$ cat config.mk
export PLATFORM = sky130hd
export DESIGN_NAME = store_narrower
export DESIGN_NICKNAME = d
export VERILOG_FILES = /design/src/rtl/store_narrower.sv
export SDC_FILE = /design/constraint.sdc
export NUM_CORES = 1
export LEC_CHECK = 0
export ABC_CLOCK_PERIOD_IN_PS = 3280
export CAP_MARGIN = 10
export CORE_MARGIN = 8
export CORE_UTILIZATION = 51
export CTS_CLUSTER_SIZE = 28
export DETAILED_ROUTE_END_ITERATION = 10
export PLACE_DENSITY = 0.92
export SYNTH_ARGS = -nofsm -noshare
export SYNTH_HDL_FRONTEND = slang
export SYNTH_SLANG_ARGS = --single-unit
$ cat constraint.sdc
create_clock -name clk -period 3.28 [get_ports clk]
set_clock_uncertainty 0.1 [all_clocks]
set_input_delay 0.328 -clock clk [delete_from_list [all_inputs] [get_ports clk]]
set_output_delay 0.328 -clock clk [all_outputs]
set_load 0.05 [all_outputs]
$ cat src/rtl/store_narrower.sv
// store_narrower: splits byte/halfword/word stores onto a 16-bit memory port.
// Byte and halfword stores take one beat. Word stores take two beats, low half first.
// Misaligned requests and the reserved size issue no beat. They raise a one-cycle err pulse instead.
//
// Handshake (both ports): a transfer happens on a rising edge where valid and ready are both 1.
// Once valid is raised, the producer holds valid and its payload stable until that transfer.
// The ready side may change at any time. It never depends on valid in the same cycle.
module store_narrower (
    input  logic        clk,
    input  logic        rst,
    input  logic        in_valid,
    output logic        in_ready,
    input  logic [31:0] in_data,
    input  logic [31:0] in_addr,
    input  logic [1:0]  in_size,
    output logic        mem_valid,
    input  logic        mem_ready,
    output logic [31:0] mem_addr,
    output logic [15:0] mem_wdata,
    output logic [1:0]  mem_be,
    output logic        err,
    output logic        busy,
    output logic [1:0]  dbg_state
);

    typedef enum logic [1:0] {
        IDLE  = 2'd0,
        BEAT0 = 2'd1,
        BEAT1 = 2'd2
    } state_t;

    localparam logic [1:0] SIZE_BYTE = 2'b00;
    localparam logic [1:0] SIZE_HALF = 2'b01;
    localparam logic [1:0] SIZE_WORD = 2'b10;

    state_t      state_q;
    state_t      state_d;
    logic [31:0] addr_q;
    logic [31:0] data_q;
    logic [1:0]  size_q;
    logic        err_q;
    logic        accept;
    logic        misaligned;

    assign accept    = in_valid && in_ready;
    assign dbg_state = state_q;

    // Classify the incoming request; reserved size counts as misaligned.
    always_comb begin
        misaligned = 1'b0;
        case (in_size)
            SIZE_BYTE: misaligned = 1'b0;
            SIZE_HALF: misaligned = in_addr[0];
            SIZE_WORD: misaligned = (in_addr[1:0] != 2'b00);
            default:   misaligned = 1'b1;
        endcase
    end

    // Next-state logic: a valid accept starts a burst; each completed beat advances it.
    always_comb begin
        state_d = state_q;
        case (state_q)
            IDLE: begin
                if (accept && !misaligned) begin
                    state_d = BEAT0;
                end
            end
            BEAT0: begin
                if (mem_ready) begin
                    state_d = (size_q == SIZE_WORD) ? BEAT1 : IDLE;
                end
            end
            BEAT1: begin
                if (mem_ready) begin
                    state_d = IDLE;
                end
            end
            default: state_d = IDLE;
        endcase
    end

    // State register; reset abandons any burst in flight.
    always_ff @(posedge clk) begin
        if (rst) begin
            state_q <= IDLE;
        end else begin
            state_q <= state_d;
        end
    end

    // Capture the request on accept, and flag rejection for the following cycle.
    always_ff @(posedge clk) begin
        if (rst) begin
            addr_q <= '0;
            data_q <= '0;
            size_q <= '0;
            err_q  <= 1'b0;
        end else begin
            err_q <= accept && misaligned;
            if (accept) begin
                addr_q <= in_addr;
                data_q <= in_data;
                size_q <= in_size;
            end
        end
    end

    // Output decode from state and the captured request; the beat fields are zero when no beat is presented.
    always_comb begin
        in_ready  = (state_q == IDLE) && !rst;
        busy      = (state_q != IDLE);
        err       = err_q && !rst;
        mem_valid = 1'b0;
        mem_addr  = '0;
        mem_wdata = '0;
        mem_be    = '0;
        case (state_q)
            BEAT0: begin
                mem_valid = 1'b1;
                if (size_q == SIZE_BYTE) begin
                    mem_addr  = {addr_q[31:1], 1'b0};
                    mem_wdata = {data_q[7:0], data_q[7:0]};
                    mem_be    = addr_q[0] ? 2'b10 : 2'b01;
                end else begin
                    mem_addr  = addr_q;
                    mem_wdata = data_q[15:0];
                    mem_be    = 2'b11;
                end
            end
            BEAT1: begin
                mem_valid = 1'b1;
                mem_addr  = addr_q + 32'd2;
                mem_wdata = data_q[31:16];
                mem_be    = 2'b11;
            end
            default: ;
        endcase
    end

endmodule
Yosys cells after proc, flatten, opt, wreduce, memory -nomap -nowiden
Index checks and enable logic that the tools add are counted.
Widths: inputs -> output; s select.
{ "word_totals": {"reg_bits": 69, "in_bits": 70, "output_inout_bits": 56, "word_cells": 42} }
{ "classes": {"n_addsub": 1, "eq_ne": 8, "n_mux": 14, "reduce_logical": 14} }
{ "op_table": {"columns": ["op", "count"], "rows": [
  ["$pmux 32 s2", 1],
  ["$add 32x2->32 const B", 1],
  ["$pmux 16 s2", 1],
  ["$mux 16", 1],
  ["$mux 2", 6],
  ["$eq 2x2->1 const B", 3],
  ["$logic_not 2->1", 3],
  ["$ne 2x2->1 const B", 3],
  ["$pmux 2 s3", 1],
  ["$logic_and 1x1->1", 5],
  ["$eq 2x1->1 const B", 2],
  ["$pmux 2 s2", 1],
  ["$reduce_bool 2->1", 2],
  ["$pmux 1 s3", 1],
  ["$reduce_and 3->1", 1],
  ["$logic_not 1->1", 2],
  ["$mux 1", 2],
  ["$reduce_or 2->1", 1]
]} }

Longest topological paths before layout
Gate-level depths: netlist of run 1.
{ "logic_depth": {"word_depth": 6, "depth_mapped": 9, "depth_no_buf": 6} }

Worst setup path after synthesis of run 1
Ideal clock, no wire load.
{ "synth_timing": {"path_kind": "register to output", "from": "reg state_q[0], in the netlist dbg_state[0]", "to": "out mem_addr[10]", "arrival_ps": 3375, "t_required_ps": 2852, "slack_ps": -523, "path_stages_with_launch": 8, "n_path_buf": 3, "path_cell_list": "dfxtp_1 > inv_1 > ha_1 > clkbuf_1 > nand2_1 > clkbuf_1 > clkbuf_1 > o31ai_1"} }
{ "synth_between": {"elab_chain_len": 2, "elab_cells_between_ends": 3, "classes_between": "2 x eq/ne; 1 x mux"} }
{ "synth_lines": {"columns": ["item", "line_no", "rtl"], "rows": [
  ["from (decl)", "36", "state_t state_q;"],
  ["from (signal assigned)", "87", "state_q <= state_d;"],
  ["$eq 2x2->1 or $eq 2x1->1 (tied branches)", "117", "case (state_q)"],
  ["$pmux 32 s2 *", "117", null],
  ["to (decl)", "18", "output logic [31:0] mem_addr,"]
]} }
Every way passes the cells marked *; elsewhere a longest branch is shown, timed or not.

Final worst setup path of run 1
{ "layout_timing": {"from": "reg addr_q[1]", "to": "out mem_addr[27]"} }
{ "layout_between": {"elab_chain_len": 2} }
{ "layout_lines": {"columns": ["item", "line_no", "rtl"], "rows": [
  ["from (decl)", "38", "logic [31:0] addr_q;"],
  ["from (signal assigned)", "101", "addr_q <= in_addr;"],
  ["$add 32x2->32", "132", "mem_addr = addr_q + 32'd2;"],
  ["$pmux 32 s2", "117", null]
]} }
No other way between the ends.

==> impl_metrics.yaml, run 1 <==
grt:
  grt.met2_usage_pct: 38.9
  grt_use_met3_pct: 7.25
  antenna_found_initial: 0
  use_met1_pct: 27.2
  overflow: 0
  top_usage_layer: "met2"
  grt_start_max_net_pins: 74
  track_usage_pct: 23.4
  grt_pass1_wl_mm: 21.7
  grt_pass1_vias: 4373
cells_and_area:
  nets: 724
  mostFrequentLayoutCells: "nand2_1 (99), clkdlybuf4s50_1 (74), o21ai_0 (72)"
  syn_to_final_growth_pct: 43.6
  diodes: 0
  drive_above_1_share_pct: 15.1
  layout_commonest_cell: "nand2_1"
setup_path:
  crit_type: "flop to output pin"
  r2r_start: "dbg_state[1]"
  worst_ep_required_time_ps: 2850
  crit_chain: "ha_1 > and4_1 > nand4_1 > or2_1 > o41ai_4 > buf_12"
  endpoint_kind: "output pin"
  critical_path.startpoint_type: "flop"
  worst_path_max_delay_cell: "dfxtp_1"
  critPathArrivalTime_ps: 2650
  crit_path_start: "addr_q[1]"
  cpPeakStageDelay_ps: 430
  path_max_fanout: 7
  rr_worst_depth: 6
detailed_routing:
  vias: 4459
  post_drt_wl_per_cell_microns: 17.4
  drc: 0
  wirelength_mm: 13.1
  routed_via_density: 5.90
  dr.pass1.iters: 7
  drt-initial-drc-count: 354
  ant_nets: 0
synth:
  synth_cell_types: 53
  synthArstFlopShare_pct: 0
  synth_nets: 629
  syn_inst: 554
  synth-seq-area-share_pct: 33.8
  synth_ff_type: "dfxtp_1"
  yosys_warnings: 0
  synthesis.area_sq_um: 4080
  synth_edf_count: 0
  ys_seq_elements: 69
  syn_area_per_cell_sq_um: 7.37
clock_network:
  cts-root-buf: "clkbuf_8"
  cts_buffer_depth: 2
  cts-resized-gates: 0
  numCtsBuffers: 9
  clkSinkCount: 69
  clk_pin_slew_ps: 90
  cts_hold_buf: 0
  cts_tree: "yes"
  post_cts_buffers: 0
  clk_latency_ps: 350
  htree_levels: 3
die:
  dieHeight_microns: 105
  core_area_sq_um: 7730
  dieArea_sq_um: 11100
  boundaryPins: 126
  initial_utilization_pct: 52.8
  std_cell_rows: 32
  die-width_microns: 105
worst_hold_path:
  hold_path.startpoint: "data_q[10]"
  min_path_cells: 2
  hp-class: "flop to flop"
power:
  power_leakage_nw: 2.08
  powerDensity_nw_per_um2: 515
  ir_drop_v: 0.000311
  finalPower_mw: 3.02
placed_design:
  hpwl_mm: 9.58
  place_congestion: 0.884
  port_buffers: 125
sta:
  period_share_pct: 93.7
  fmax_ghz: 0.325
  setup_tns_ps: 0
  fin_crit_ps: 3070
  slew_violations: 0
  hold_violations: 0
  worst_slew_pin_slew_ps: 991
  setup_viol: 0
  relSlewSlack_pct: 33.9
  rsz0062_at_grt: "false"
job:
  cap_viol_max_count: 0
outcome:
  status: "finished clean"
-- Yosys cell counts, drive strengths merged, types with 3 or more instances --
cell type   n  share of area (%)
inv         9               0.83
mux2        8                2.2
clkbuf     37                3.4
a311oi      4               0.86
nor3        4               0.49
o41ai       3               0.83
a31oi       6               0.92
a41oi       6                1.3
or3         8                1.2
and4        6                1.3
o211ai     10                1.8
o311ai      5                1.1
nand2b     65                 10
buf        12                1.6
nand2      99                9.1
and3        6               0.92
a21oi      13                1.6
nand3      13                1.7
a22oi      17                3.1
ha          5                1.5
nor2       26                2.4
and2        5               0.77
nand4      10                1.7
dfxtp      69                 34
o21ai      76                9.3
or4         4               0.74
o31ai       6                1.1
-- metrics by stage --
stage          std cells  cell area (sq um)  hold WS [ps]  setup WS [ps]  utilization (%)
6_report             756               5860           383            207             75.9
5_1_grt              756               5860           407           51.3             75.9
4_1_cts              756               5860           382            204             75.8
3_5_place_dp         740               5650           365            572             73.1
3_3_place_gp         740               5650           359            681             73.1
2_1_floorplan        554               4150           336           18.8                -
-- sequential cells by signal, summed over array words and instances, names as in the netlist --
signal,count
err_q,1
dbg_state,2
data_q,32
size_q,2
addr_q,32
-- metal layers --
layer,wire length [microns],vias to the layer above
met5,0,-
met4,347,0
met3,1230,29
met2,6400,226
met1,5160,2056
li1,-,2148
-- power by group --
part	switching, mW	internal (mW)	leakage, nW
Combinational	0.691	0.445	1.42
Clock	0.361	0.360	0.0968
Sequential	0.171	0.991	0.570
-- cell families (layout without fill, tap and decap cells) --
group | count (synthesis) | in the layout | share of synthesized area (%)
flops | 69 | 69 | 33.8
buf+inv | 59 | 159 | 5.98
compound gates | 155 | 155 | 23.8
mux | 10 | 10 | 2.70
fa+ha+maj | 5 | 5 | 1.53
simple gates | 256 | 256 | 32.1
-- worst paths after layout --
kind                                     end  slack [ps]
worst min-delay path              data_q[10]         380
worst min register to register    data_q[10]         380
worst max register to register  dbg_state[1]        1130
worst max-delay path            mem_addr[27]         210
-- cell type report --
class,count,area [sq um]
clock buffers,9,124
clock inverters,7,80.1
fillers,574,1860
inverters,10,37.5
multi-input cells,426,2530
flip-flops and latches,69,1380
well taps,102,128
repair buffers,133,1580
-- critical path, delay by kind of cell, from the launching register on --
kind | cells | cell delay (ps)
compound gates | 1 | 390
simple gates | 3 | 1020
buf+inv | 1 | 180
flops | 1 | 430
fa+ha+maj | 1 | 280
(Power assumes the default switching activity.)
==> run 2, diff against run 1 <==
--- a/config.mk
+++ b/config.mk
@@ -7,6 +7,7 @@
 export LEC_CHECK = 0
 export ABC_CLOCK_PERIOD_IN_PS = 3280
 export CAP_MARGIN = 10
+export CORE_ASPECT_RATIO = 0.7
 export CORE_MARGIN = 8
 export CORE_UTILIZATION = 51
 export CTS_CLUSTER_SIZE = 28
==> run 2 against run 1 <==
Compared with the run above:
- via count is 4.6% higher
- fmax is 2.0% lower
- first-iteration DRC count is 34% higher
- critical path depth stayed put
- global-route usage is 1.1 points higher
- sequential share of layout area is 0.48 points lower
- flip-flop and latch count stayed put
- utilization is 0.81 points higher
- critical path type unchanged
- highest routed layer unchanged
==> impl_metrics.yaml, run 2 (same netlist as run 1, synthesis figures left out) <==
clock_network:
  clk_latency_ps: 340
  cts_tree: "yes"
  htree_levels: 3
  cts_buffer_depth: 2
  cts-resized-gates: 0
  clkSinkCount: 69
  numCtsBuffers: 9
  clk_pin_slew_ps: 60
  cts-root-buf: "clkbuf_16"
  post_cts_buffers: 0
  cts_hold_buf: 0
placed_design:
  place_congestion: 0.879
  port_buffers: 125
  dp_slack_ps: 445
  hpwl_mm: 9.78
  dpl.cell_count: 738
die:
  std_cell_rows: 27
  dieHeight_microns: 90.9
  initial_utilization_pct: 52.3
  dieArea_sq_um: 11200
  core_area_sq_um: 7800
  boundaryPins: 126
  die-width_microns: 123
sta:
  relSlewSlack_pct: 53.2
  worst_slew_pin_slew_ps: 702
  fin_ws_ps: 143
  hold_violations: 0
  setup_tns_ps: 0
  slew_violations: 0
  fmax_ghz: 0.319
  setup_viol: 0
  rsz0062_at_grt: "false"
  period_share_pct: 95.6
  fin_crit_ps: 3140
detailed_routing:
  routed_via_density: 6.19
  drc: 0
  post_drt_wl_per_cell_microns: 18.5
  dr.pass1.iters: 5
  wirelength_mm: 13.9
  ant_nets: 0
  drt-initial-drc-count: 473
  vias: 4662
setup_path:
  endpoint_kind: "output pin"
  crit_type: "flop to output pin"
  crit_chain: "ha_1 > and4_1 > nand4_1 > or2_1 > o41ai_4 > buf_12"
  critPathArrivalTime_ps: 2710
  critical_path.startpoint_type: "flop"
  rr_worst_depth: 6
  path_max_fanout: 7
  worst_ep_required_time_ps: 2850
  cpPeakStageDelay_ps: 450
  worst_path_max_delay_cell: "dfxtp_1"
cells_and_area:
  drive_above_1_share_pct: 14.9
  layout_commonest_cell: "nand2_1"
  layoutNonFillerInstCount: 753
  diodes: 0
  mostFrequentLayoutCells: "nand2_1 (98), clkdlybuf4s50_1 (75), o21ai_0 (72)"
  nFillCells: 489
  reg_top3: "addr_q: 32 flops, data_q: 32 flops"
  syn_to_final_growth_pct: 46.6
  nets: 723
grt:
  track_usage_pct: 24.5
  antenna_found_initial: 0
  grt_pass1_vias: 4542
  grt_start_max_net_pins: 97
  overflow: 0
  grt_pass1_wl_mm: 22.3
job:
  cap_viol_max_count: 0
power:
  powerDensity_nw_per_um2: 565
  finalPower_mw: 3.38
  power_leakage_nw: 2.13
  ir_drop_v: 0.000598
worst_hold_path:
  min_path_cells: 2
  hp-class: "flop to flop"
outcome:
  status: "finished clean"
[run 2: cell count changes in the layout (fill, tap and decap cells not counted)]
cell and change:
clkdlybuf4s50_1 +1, clkbuf_16 +9, inv_6 -3, buf_12 +1
bufinv_16 +1, buf_4 -2, clkbuf_8 -9, clkinv_2 +1
nand2_1 -1, buf_2 -1, nand2_2 +1
[run 2: worst paths after layout]
check	start	to	slack [ps]
max	addr_q[1]	mem_addr[27]	140
min	data_q[24]	data_q[24]	380
max reg2reg	dbg_state[1]	dbg_state[1]	1040
min reg2reg	data_q[24]	data_q[24]	380
[run 2: power breakdown]
part           switching [mW]  internal [mW]  total [mW]  leakage, nW
clock                   0.384          0.661        1.05        0.147
sequential              0.184          0.993        1.18        0.570
combinational           0.704          0.456        1.16         1.42
[run 2: worst max-delay path: cells and delay by family (launching register included)]
family                     cells  cell delay [ps]
AOI/OAI and AO/OA              1              400
adders and majority gates      1              290
buffers and inverters          1              180
DFF                            1              450
and+or+nand+nor                3             1030
[run 2: layout make-up]
| type | count | area [sq um] | share of cell area, % |
|---|---|---|---|
| repair buffers | 132 | 1590 | 26.6 |
| clock inverters | 6 | 88.8 | 1.48 |
| multi-input cells | 426 | 2530 | 42.3 |
| flip-flops and latches | 69 | 1380 | 23.1 |
| inverters | 10 | 37.5 | 0.627 |
| well taps | 101 | 126 | 2.11 |
| clock buffers | 9 | 225 | 3.76 |
[run 2: through the flow]
stage | hold WS [ps] | util, % | cell area [sq um]
after floorplan | 336 | - | 4150
after global placement | 360 | 72.5 | 5660
after detailed placement | 368 | 72.5 | 5660
after CTS | 378 | 76.6 | 5970
after global routing | 402 | 76.7 | 5980
final | 378 | 76.7 | 5980
[run 2: routing by layer]
metal	part of all wire (%)	routed length, microns	GRT usage [%]
met4	4.4	618	13.2
met3	9.6	1340	6.75
met1	40	5590	29.8
met5	0	0	0
met2	46	6370	38.2
==> run 3, diff against run 2 <==
==> config.mk (replaced) <==
export PLATFORM = sky130hd
export DESIGN_NAME = store_narrower
export DESIGN_NICKNAME = d
export VERILOG_FILES = /design/src/rtl/store_narrower.sv
export SDC_FILE = /design/constraint.sdc
export NUM_CORES = 1
export LEC_CHECK = 0
export ABC_CLOCK_PERIOD_IN_PS = 4000
export CAP_MARGIN = 10
export CORE_ASPECT_RATIO = 0.7
export CORE_MARGIN = 8
export CORE_UTILIZATION = 30
export CTS_CLUSTER_SIZE = 28
export DETAILED_ROUTE_END_ITERATION = 10
export PLACE_DENSITY = 0.61
export SYNTH_ARGS = -nofsm -noshare
export SYNTH_HDL_FRONTEND = slang
export SYNTH_SLANG_ARGS = --single-unit
==> constraint.sdc (replaced) <==
create_clock -name clk -period 4 [get_ports clk]
set_clock_uncertainty 0.1 [all_clocks]
set_input_delay 0.4 -clock clk [delete_from_list [all_inputs] [get_ports clk]]
set_output_delay 0.4 -clock clk [all_outputs]
set_load 0.05 [all_outputs]
==> run 3 against run 2 <==
Compared with the run above:
- sequential share of layout area increased by 0.59 points
- clock power down 28%
- sequential power is 20% lower
- count of clock-buffer cells in the layout did not move
- critical path depth decreased by 1
- flip-flop and latch count stayed put
- die area grew 58%
- critical path type unchanged
- critical endpoint is now mem_be[1]
==> impl_metrics.yaml, run 3 (same netlist as run 1, synthesis figures left out) <==
outcome:
  status: "finished clean"
detailed_routing:
  dr.pass1.iters: 5
  ant_nets: 0
  post_drt_wl_per_cell_microns: 16.7
  wirelength_mm: 13.9
  routed_via_density: 5.16
  drt-initial-drc-count: 271
  vias: 4309
  drc: 0
cells_and_area:
  nFillCells: 1336
  mostFrequentLayoutCells: "nand2_1 (99), clkdlybuf4s50_1 (96), o21ai_0 (73)"
  drive_above_1_share_pct: 9.69
  diodes: 0
  reg_top3: "addr_q: 32 flops, data_q: 32 flops"
  nets: 720
  layout_commonest_cell: "nand2_1"
  syn_to_final_growth_pct: 42.7
grt:
  grt_start_max_net_pins: 74
  grt_pass1_vias: 4141
  grt_pass1_wl_mm: 22.0
  track_usage_pct: 15.4
  antenna_found_initial: 0
  overflow: 0
setup_path:
  crit_type: "flop to output pin"
  critical_path.startpoint_type: "flop"
  cpPeakStageDelay_ps: 860
  path_max_fanout: 26
  crit_chain: "inv_1 > ha_1 > clkinv_1 > a21oi_1 > clkdlybuf4s50_1"
  rrSetupSlack_ps: 1550
  worst_path_max_delay_cell: "clkdlybuf4s50_1"
  endpoint_kind: "output pin"
  worst_ep_required_time_ps: 3500
  critPathArrivalTime_ps: 3200
power:
  power_leakage_nw: 1.98
  ir_drop_v: 0.000186
  powerDensity_nw_per_um2: 444
sta:
  worst_slew_pin_slew_ps: 1050
  period_share_pct: 92.4
  fin_crit_ps: 3700
  timing.hold.ws_ps: 377
  setup_viol: 0
  fmax_ghz: 0.271
  relSlewSlack_pct: 30.3
  slew_violations: 0
  setup_tns_ps: 0
  hold_violations: 0
  rsz0062_at_grt: "false"
clock_network:
  htree_levels: 3
  post_cts_buffers: 0
  cts-resized-gates: 0
  clkSinkCount: 69
  cts_buffer_depth: 2
  clk_latency_ps: 340
  numCtsBuffers: 9
  cts_tree: "yes"
  cts-root-buf: "clkbuf_16"
  cts_hold_buf: 0
  clk_pin_slew_ps: 60
worst_hold_path:
  hp-class: "flop to flop"
die:
  std_cell_rows: 35
  core_area_sq_um: 13200
  boundaryPins: 126
  dieHeight_microns: 114
  die-width_microns: 155
  dieArea_sq_um: 17700
  initial_utilization_pct: 30.9
placed_design:
  port_buffers: 125
  hpwl_mm: 10.0
  place_congestion: 0.799
job:
  cap_viol_max_count: 0
-- run 3: worst paths after layout --
path	from	to	cells after the start
worst max register to register	dbg_state[1]	data_q[26]	5
worst max-delay path	dbg_state[1]	mem_be[1]	5
worst min register to register	data_q[30]	data_q[30]	2
worst min-delay path	data_q[30]	data_q[30]	2
-- run 3: layout make-up --
cell class | count | area [sq um] | share of cell area (%)
clock inverter | 7 | 56.3 | 0.967
clock buffer | 9 | 225 | 3.87
multi-input combinational | 426 | 2460 | 42.3
inverter | 10 | 37.5 | 0.644
sequential | 69 | 1380 | 23.7
timing repair buffer | 129 | 1430 | 24.6
tap | 185 | 231 | 3.97
-- run 3: report_power, final --
part	switching, mW	internal [mW]	total, mW
clock network	0.332	0.427	0.759
registers	0.134	0.812	0.947
logic	0.560	0.318	0.877
total	1.03	1.56	2.58
-- run 3: worst max-delay path, delay by kind of cell (launching register included) --
kind	cells	cell delay (ps)
buffers and inverters	3	1630
adders and majority gates	1	450
DFF	1	390
AOI/OAI and AO/OA	1	370
-- run 3: metal layers --
layer  vias to the layer above  routed length [microns]  global-route usage [%]  share of wire, %
met5                         -                        0                       0                 0
met2                       163                     5800                    22.5                42
met3                        15                     1110                    5.52               8.0
met4                         0                      153                    3.80               1.1
li1                       2137                        -                       -                 -
met1                      1994                     6880                    21.0                49
-- run 3: metrics by stage --
| step | setup slack (ps) | instances | cell area (sq um) | util, % | power, mW |
|---|---|---|---|---|---|
| final | 305 | 835 | 5820 | 44.0 | 2.58 |
| after global routing | 46.5 | 835 | 5820 | 44.0 | 2.73 |
| after CTS | 313 | 835 | 5820 | 44.0 | 2.61 |
| after detailed placement | 701 | 819 | 5540 | 41.9 | 1.84 |
| after global placement | 858 | 819 | 5540 | 41.9 | 1.82 |
| after floorplan | 125 | 554 | 4080 | - | 1.50 |
